--- src/rtl/lsu_issue_queue_pkg.sv ---
// Shared widths and payload types for the LSU issue queue and the load/store unit.
package lsu_issue_queue_pkg;

    localparam int unsigned DEPTH  = 8;
    localparam int unsigned DATA_W = 16;
    localparam int unsigned TAG_W  = 6;
    localparam int unsigned PTR_W  = $clog2(DEPTH);
    localparam int unsigned CNT_W  = PTR_W + 1;

    typedef struct packed {
        logic              rdy;
        logic [TAG_W-1:0]  tag;
        logic [DATA_W-1:0] val;
    } lsq_operand_t;

    typedef struct packed {
        logic              valid;
        logic              is_ld;
        logic [TAG_W-1:0]  rob;
        lsq_operand_t      base;
        lsq_operand_t      sd;
        logic [DATA_W-1:0] offset;
    } lsq_entry_t;

    // Store data only matters for stores; loads need just the base.
    function automatic logic entry_ready(lsq_entry_t e);
        return e.valid && e.base.rdy && (e.is_ld || e.sd.rdy);
    endfunction

endpackage

--- src/rtl/lsu_operand_capture.sv ---
// Operand wakeup: latches CDB data into a waiting operand whose producer tag matches.
module lsu_operand_capture
    import lsu_issue_queue_pkg::*;
(
    input  lsq_operand_t      op_i,
    input  logic              cdb_valid,
    input  logic [TAG_W-1:0]  cdb_tag,
    input  logic [DATA_W-1:0] cdb_data,
    output lsq_operand_t      op_o
);

    always_comb begin
        op_o = op_i;
        if (!op_i.rdy && cdb_valid && (op_i.tag == cdb_tag)) begin
            op_o.rdy = 1'b1;
            op_o.val = cdb_data;
        end
    end

endmodule

--- src/rtl/lsu_issue_queue.sv ---
// In-order memory-op issue queue: CDB wakeup, base+offset address formation,
// one issue per cycle onto the load/store unit with stall and flush handling.
module lsu_issue_queue
    import lsu_issue_queue_pkg::*;
(
    input  logic              clk,
    input  logic              rst_n,
    input  logic              flush,
    input  logic              disp_valid,
    output logic              disp_ready,
    input  logic              disp_is_ld,
    input  logic [TAG_W-1:0]  disp_rob,
    input  logic              disp_base_rdy,
    input  logic [TAG_W-1:0]  disp_base_tag,
    input  logic [DATA_W-1:0] disp_base_val,
    input  logic              disp_sd_rdy,
    input  logic [TAG_W-1:0]  disp_sd_tag,
    input  logic [DATA_W-1:0] disp_sd_val,
    input  logic [DATA_W-1:0] disp_offset,
    input  logic              cdb_valid,
    input  logic [TAG_W-1:0]  cdb_tag,
    input  logic [DATA_W-1:0] cdb_data,
    input  logic              load_stall,
    output logic              lsu_valid,
    output logic              lsu_is_ld,
    output logic [DATA_W-1:0] lsu_data,
    output logic [DATA_W-1:0] lsu_location,
    output logic [TAG_W-1:0]  lsu_rob
);

    lsq_entry_t        ent_q [DEPTH];
    lsq_entry_t        ent_d [DEPTH];
    lsq_operand_t      base_w [DEPTH];
    lsq_operand_t      sd_w [DEPTH];
    logic [PTR_W-1:0]  head_q, head_d, tail_q, tail_d;
    logic [CNT_W-1:0]  count_q, count_d;
    logic              lsu_valid_q, lsu_valid_d, lsu_is_ld_q, lsu_is_ld_d;
    logic [DATA_W-1:0] lsu_data_q, lsu_data_d, lsu_location_q, lsu_location_d;
    logic [TAG_W-1:0]  lsu_rob_q, lsu_rob_d;

    lsq_operand_t      disp_base_in, disp_sd_in, disp_base_w, disp_sd_w;
    lsq_entry_t        head_e;
    logic              issue_c, disp_fire_c;

    assign disp_base_in = '{rdy: disp_base_rdy, tag: disp_base_tag, val: disp_base_val};
    assign disp_sd_in   = '{rdy: disp_sd_rdy, tag: disp_sd_tag, val: disp_sd_val};

    // Per-entry wakeup for both operands.
    for (genvar i = 0; i < DEPTH; i++) begin : g_wake
        lsu_operand_capture u_base (
            .op_i(ent_q[i].base), .cdb_valid(cdb_valid), .cdb_tag(cdb_tag),
            .cdb_data(cdb_data), .op_o(base_w[i])
        );
        lsu_operand_capture u_sd (
            .op_i(ent_q[i].sd), .cdb_valid(cdb_valid), .cdb_tag(cdb_tag),
            .cdb_data(cdb_data), .op_o(sd_w[i])
        );
    end

    // CDB-to-dispatch bypass so a same-cycle broadcast is not missed.
    lsu_operand_capture u_disp_base (
        .op_i(disp_base_in), .cdb_valid(cdb_valid), .cdb_tag(cdb_tag),
        .cdb_data(cdb_data), .op_o(disp_base_w)
    );
    lsu_operand_capture u_disp_sd (
        .op_i(disp_sd_in), .cdb_valid(cdb_valid), .cdb_tag(cdb_tag),
        .cdb_data(cdb_data), .op_o(disp_sd_w)
    );

    assign disp_ready  = (count_q < CNT_W'(DEPTH));
    assign head_e      = ent_q[head_q];
    assign issue_c     = entry_ready(head_e) && !load_stall && !flush;
    assign disp_fire_c = disp_valid && disp_ready && !flush;

    always_comb begin
        ent_d          = ent_q;
        head_d         = head_q;
        tail_d         = tail_q;
        count_d        = count_q;
        lsu_valid_d    = 1'b0;
        lsu_is_ld_d    = lsu_is_ld_q;
        lsu_data_d     = lsu_data_q;
        lsu_location_d = lsu_location_q;
        lsu_rob_d      = lsu_rob_q;

        for (int i = 0; i < DEPTH; i++) begin
            if (ent_q[i].valid) begin
                ent_d[i].base = base_w[i];
                ent_d[i].sd   = sd_w[i];
            end
        end

        if (issue_c) begin
            lsu_valid_d         = 1'b1;
            lsu_is_ld_d         = head_e.is_ld;
            lsu_data_d          = head_e.is_ld ? '0 : head_e.sd.val;
            lsu_location_d      = head_e.base.val + head_e.offset;
            lsu_rob_d           = head_e.rob;
            ent_d[head_q].valid = 1'b0;
            head_d              = head_q + PTR_W'(1);
        end

        // Tail slot never aliases the issuing head: that needs count 0 or DEPTH.
        if (disp_fire_c) begin
            ent_d[tail_q] = '{valid: 1'b1, is_ld: disp_is_ld, rob: disp_rob,
                              base: disp_base_w, sd: disp_sd_w, offset: disp_offset};
            tail_d        = tail_q + PTR_W'(1);
        end

        case ({disp_fire_c, issue_c})
            2'b10:   count_d = count_q + CNT_W'(1);
            2'b01:   count_d = count_q - CNT_W'(1);
            default: count_d = count_q;
        endcase

        if (flush) begin
            for (int i = 0; i < DEPTH; i++) begin
                ent_d[i].valid = 1'b0;
            end
            head_d  = '0;
            tail_d  = '0;
            count_d = '0;
        end
    end

    always_ff @(posedge clk or negedge rst_n) begin
        if (!rst_n) begin
            for (int i = 0; i < DEPTH; i++) begin
                ent_q[i] <= '0;
            end
            head_q         <= '0;
            tail_q         <= '0;
            count_q        <= '0;
            lsu_valid_q    <= 1'b0;
            lsu_is_ld_q    <= 1'b0;
            lsu_data_q     <= '0;
            lsu_location_q <= '0;
            lsu_rob_q      <= '0;
        end else begin
            ent_q          <= ent_d;
            head_q         <= head_d;
            tail_q         <= tail_d;
            count_q        <= count_d;
            lsu_valid_q    <= lsu_valid_d;
            lsu_is_ld_q    <= lsu_is_ld_d;
            lsu_data_q     <= lsu_data_d;
            lsu_location_q <= lsu_location_d;
            lsu_rob_q      <= lsu_rob_d;
        end
    end

    assign lsu_valid    = lsu_valid_q;
    assign lsu_is_ld    = lsu_is_ld_q;
    assign lsu_data     = lsu_data_q;
    assign lsu_location = lsu_location_q;
    assign lsu_rob      = lsu_rob_q;

endmodule
--- config.mk ---
export PLATFORM = sky130hd
export DESIGN_NAME = lsu_issue_queue
export DESIGN_NICKNAME = d
export VERILOG_FILES = /design/src/rtl/lsu_issue_queue_pkg.sv /design/src/rtl/lsu_operand_capture.sv /design/src/rtl/lsu_issue_queue.sv
export SDC_FILE = /design/constraint.sdc
export NUM_CORES = 1
export LEC_CHECK = 0
export ABC_AREA = 1
export CORE_AREA = 2 2 314 316
export DETAILED_ROUTE_END_ITERATION = 16
export DIE_AREA = 0 0 316 318
export PLACE_DENSITY = 0.55
export SLEW_MARGIN = 30
export SYNTH_ARGS = -nofsm -noshare
export SYNTH_HDL_FRONTEND = slang
export SYNTH_HIERARCHICAL = 1
export SYNTH_SLANG_ARGS = --single-unit
--- constraint.sdc ---
create_clock -name clk -period 3.21 [get_ports clk]
set_input_delay 0.642 -clock clk [delete_from_list [all_inputs] [get_ports clk]]
set_output_delay 0.642 -clock clk [all_outputs]
set_load 0.05 [all_outputs]
Word level (Yosys, flattened, before mapping)
Index checks and enable logic that the tools add are counted.
- $lt $le $gt $ge: 5
- add/sub/neg operators: 5
- mux-type cells: 71
- reductions and logical operators: 68
- equal/unequal tests: 20
- divide/modulo/power cells: 0
- $mul: 0
- bitwise gates (word level): 2
- shift-type cells: 0
- operators by type and width (operator ; number):
    560-bit bitwise mux ; 2
    560-bit 2-to-1 mux ; 2
    70-bit demux with 3-bit select ; 2
    46-bit 2-to-1 mux ; 8
    16-bit 2-to-1 mux ; 19
    70-bit 2-to-1 mux ; 4
    70-bit binary-select mux with 3-bit select ; 1
    6-bit equality test ; 18
    1-bit logical AND ; 44
    1-bit 2-to-1 mux ; 27
    1-bit zero test ; 20
    16-bit adder ; 1
    3-bit 2-to-1 mux ; 4
    4-bit >= comparator (second input constant) ; 2
    4-bit by 1-bit less-than comparator with 1-bit output (second input constant) ; 2
    3-bit inverter with 4-bit output ; 2
    4-bit case mux with 2 select lines ; 1
    3-bit by 1-bit adder with 3-bit output (second input constant) ; 2
    4-bit by 1-bit adder with 4-bit output (second input constant) ; 1
    4-bit less-than comparator (second input constant) ; 1
    4-bit 2-to-1 mux ; 1
    2-bit nonzero test ; 2
    4-bit by 1-bit subtractor with 4-bit output (second input constant) ; 1
    3-bit nonzero test ; 1
    3 further kinds ; 3
- bits of input ports: 97
- register bits after elaboration: 610
- memories: 0
- latch bits: 0
- logic and storage cells: 259
- ROM bits: 0
- RAM bits: 0

Logic depth before layout (Yosys ltp)
- depth after elaboration: 12
- mapped depth: 21
- mapped depth without buffers: 18

Cells and area by module
The synthesis kept the hierarchy.
- modules (own cells, without submodules) (module ; instances ; cells an instance ; area an instance (um^2) ; sequential area each (um^2)):
    lsu_issue_queue ; 1 ; 3631 ; 29822.4 ; 15264.6
    lsu_operand_capture ; 18 ; 91 ; 484.2 ; 0.0

Least setup slack after synthesis
OpenSTA, ideal clock, no wires.
- path type: reg-to-reg
- start point: register head_q[1]
- end point: register lsu_location_q[12] (netlist: lsu_location[12])
- arrival: 3.252 ns
- buffers on the path: 4
- clock period less this slack: 3.374 ns
- library setup time: 0.122 ns
- cell stages (with the launch flop): 22
- setup slack: -0.164 ns
- cells stage by stage: dfrtp_1 -> inv_2 -> nor2_2 -> buf_2 -> inv_2 -> buf_2 -> buf_2 -> buf_2 -> a21oi_1 -> o21ai_0 -> o211ai_1 -> ha_1 -> inv_1 -> fa_1 -> o21ai_0 -> a21oi_1 -> o21bai_1 -> nand3_1 -> nand2_1 -> nand2_1 -> nand2_1 -> o21ai_1
- longest elaborated chain between the ends: 8
- ends and longest elaborated chain (item ; RTL line ; RTL):
    from (decl) ; lsu_issue_queue.sv:35 ; logic [PTR_W-1:0] head_q, head_d, tail_q, tail_d;
    from (signal assigned) ; lsu_issue_queue.sv:131 ; head_q <= '0;
    from (signal assigned) ; lsu_issue_queue.sv:141 ; head_q <= head_d;
    3-bit inverter with 4-bit output (not written as such) (*) ; lsu_issue_queue.sv:71 ; assign head_e = ent_q[head_q];
    70-bit binary-select mux with 3-bit select (*) ; lsu_issue_queue.sv:71 ;
    70-bit 2-to-1 mux (not written as such) (*) (2 in series) ; lsu_issue_queue.sv:71 ;
    branches (longest 4 deep; another with 16-bit adder) ; -- ;
    to (signal assigned) ; lsu_issue_queue.sv:147 ; lsu_location_q <= lsu_location_d;
    to (decl) ; lsu_issue_queue.sv:38 ; logic [DATA_W-1:0] lsu_data_q, lsu_data_d, lsu_location_q, lsu_location_d;
Mark *: on every way between the ends. The select of a mux whose other input is x is not followed.
A chain may end at the register's enable or synchronous reset.

Worst setup path after layout
- start point: register head_q[0]
- end point: register lsu_location_q[15] (netlist: lsu_location[15])
Same word-level chain as after synthesis.

==> flow_summary.ini <==
[logic_synthesis]
syn_area_per_cell_sq_um = 7.31
ys_seq_elements = 610
yosysTopAreaCell = dfrtp_1
ys_types = 47
ys.warnings.count = 6
async_flop_share_pct = 100
syn_area_sq_um = 38500
synth_area_leaders = dfrtp_1 40%, nand2_1 15%, o21ai_0 8.4%
synthFlopType = dfrtp_1
synth-seq-area-share_pct = 39.6
synth-edff-count = 0
synthCells = 5269
syn-num-nets = 5387
synth_top_area_share_pct = 39.6

[timing]
final_hold_viol_count = 0
finalSetupViolCount = 0
slew_headroom_pct = 38.8
min_period_over_period_pct = 93.6
maxSlewViolCount = 0
rsz0062_at_grt = no
holdWs_ns = 0.478
setup_tns_ns = 0
max_freq_ghz = 0.333
fin_crit_ns = 3.00
worstMarginPinSlew_ns = 0.915
finClkSkew_ns = 0.0313

[critical_path]
max_stage_delay_ns = 0.53
regToRegSetupSlack_ns = 0.21
timing.rr.start = head_q[0]$_DFFE_PN0P_
crit_type = reg2reg
r2r-end = lsu_location[15]$_DFFE_PN0N_
crit_slowest_cell = dfrtp_4
path_cells = buf_12, buf_6, o21ai_1, o221a_2, o221ai_1, ha_1, nand2_1, nor3_1, inv_1, o211ai_1, a21o_1, nand2_1, nand3_1, nand2_1
ff2ff_path_depth = 14
critPathArrivalTime_ns = 3.51
worst-path-max-fanout = 25
crit_top_cell = nand2_1
cp.required_ns = 3.72
worstSetupStartpointType = flip-flop
worst_setup_path_end_kind = flip-flop

[global_route]
overflow = 0
grt_pass1_wl_mm = 224
grt_max_degree = 102
grt_pass1_vias = 35022
grtUsageTotal_pct = 29.5
antenna_found_initial = 1

[clocking]
cts_num_sinks = 610
clockBufferDepth = 3
clkTransAtPathRegs_ns = 0.06
insertion_delay_ns = 0.65
cts_buffers = 73
cts-htree-levels = 3
root_buffer = clkbuf_16
tritoncts = yes

[finish]
fin_util_pct = 45.1
layout_commonest_cell = nand2_1
drive_gt1_share_pct = 11.6
nets = 5404
area_growth_pct = 14.0
final_cell_mix = 1586 x nand2_1, 643 x o21ai_0, 599 x dfrtp_1

[route]
num_vias = 36865
dr.pass1.iters = 6
antenna_left = 0
avgRoutedWirePerCell_um = 22.6
drcViolationCount = 0
vias_per_cell = 5.56
wl_mm = 150
drt-initial-drc-count = 3829

[die]
die_h_um = 318
ios = 138
core_area_sq_um = 97400
num_rows = 115
start_util_pct = 39.6
die_w_um = 316
die_area_sq_um = 100000

[pwr]
power_density_nw_per_um2 = 685
ir_drop_mv = 0.351
leakage_nw = 21.3

[min_path]
worstHoldStart = ent_q[136]$_DFFE_PN0P_
hold_class = reg2reg
holdPathEnd = ent_q[136]$_DFFE_PN0P_
whs_path_depth = 2

[job]
max_cap_viol_count = 0

[placed_design]
place_congestion = 0.902
io_buffer_count = 137
dp_hpwl_mm = 94.8

[status]
status = complete, no violations
-- metal layers --
| layer | routed length (um) | GRT usage (%) |
|---|---|---|
| met1 | 60600 | 37.7 |
| met2 | 67900 | 46.7 |
| met3 | 11800 | 5.60 |
| met4 | 9360 | 16.8 |
| met5 | 0 | 0 |
-- flip-flops by register name, summed over array words and instances (netlist names) --
register	flops
head_q	3
count_q	4
lsu_rob	6
tail_q	3
lsu_is_ld	1
ent_q	560
lsu_location	16
lsu_valid	1
lsu_data	16
-- critical path: cells and delay by family, from the launching register on --
| family | cells | cell delay, ns |
|---|---|---|
| AOI/OAI and AO/OA | 5 | 1.07 |
| adders and majority gates | 1 | 0.42 |
| buffers and inverters | 3 | 0.44 |
| DFF | 1 | 0.53 |
| and+or+nand+nor | 5 | 0.42 |
-- Yosys cell counts, types with 8 or more instances --
library cell and count:
nor2_1 407, o21ai_0 649, dfrtp_1 610, nand4_1 302
nor2_8 18, nand3_4 18, o22ai_1 16, nor2_4 38
inv_1 342, xnor2_1 8, a31oi_1 95, a21oi_1 241
mux2i_1 156, clkbuf_2 13, ha_1 19, nand2_1 1587
buf_2 23, nand2_2 22, nand3_1 32, nand3_2 37
a221oi_1 9, clkbuf_1 227, buf_4 164, o21ai_1 35
inv_2 78, a211oi_1 13, buf_6 19, o211ai_1 39
-- report_power, final --
part           internal (W)  total, W  switching, W
Clock               0.00498   0.00860       0.00362
Combinational       0.00365    0.0102       0.00651
Sequential          0.00972    0.0113       0.00161
-- cell families (layout without fill, tap and decap cells) --
family | after synthesis | after routing | share of synthesized area (%)
fa+ha+maj | 21 | 21 | 0.721
flops | 610 | 610 | 39.6
other cells | 0 | 1 | 0
simple gates | 2473 | 2473 | 29.1
compound gates | 1123 | 1123 | 15.6
mux | 156 | 156 | 4.05
xor+xnor | 12 | 12 | 0.273
buf+inv | 874 | 949 | 10.6
-- how the worst max path moves through the flow --
| stage | start | endpoint | cells past startpoint |
|---|---|---|---|
| 3_3_place_gp | head_q[0]$_DFFE_PN0P_ | lsu_location[7]$_DFFE_PN0N_ | 16 |
| 4_1_cts | head_q[0]$_DFFE_PN0P_ | lsu_location[7]$_DFFE_PN0N_ | 15 |
| 3_5_place_dp | head_q[0]$_DFFE_PN0P_ | lsu_location[7]$_DFFE_PN0N_ | 15 |
| 6_report | head_q[0]$_DFFE_PN0P_ | lsu_location[15]$_DFFE_PN0N_ | 14 |
| 5_1_grt | head_q[0]$_DFFE_PN0P_ | lsu_location[10]$_DFFE_PN0N_ | 13 |
| 2_1_floorplan | head_q[2]$_DFFE_PN0P_ | lsu_location[12]$_DFFE_PN0N_ | 16 |
-- repair_timing --
action / CTS / global route
buffers inserted: 0 / 3
endpoints found under the hold margin: 28 / 0
hold buffers: 1 / 0
endpoints found under the setup margin: 0 / 10
resized for setup: 0 / 24
-- per-stage QoR --
stage               instances  setup WS [ns]  total power (W)  instance area (sq um)
floorplan                5269        0.00371           0.0180                  38600
global placement         6493          0.142           0.0212                  41300
detailed placement       6493         0.0581           0.0214                  41300
CTS                      6627         0.0641           0.0301                  43800
global route             6632        0.00828           0.0318                  43900
finish                   6632          0.207           0.0301                  43900
-- layout make-up --
class | instances | area (sq um)
antenna | 1 | 2.50
clock buffer | 104 | 2140
clock inverter | 29 | 299
fill | 9828 | 53500
inverter | 422 | 1590
multi-input combinational | 3785 | 19300
sequential | 610 | 15300
tap | 1287 | 1610
timing repair buffer | 394 | 3730
Power figures use the tool's default switching activity.
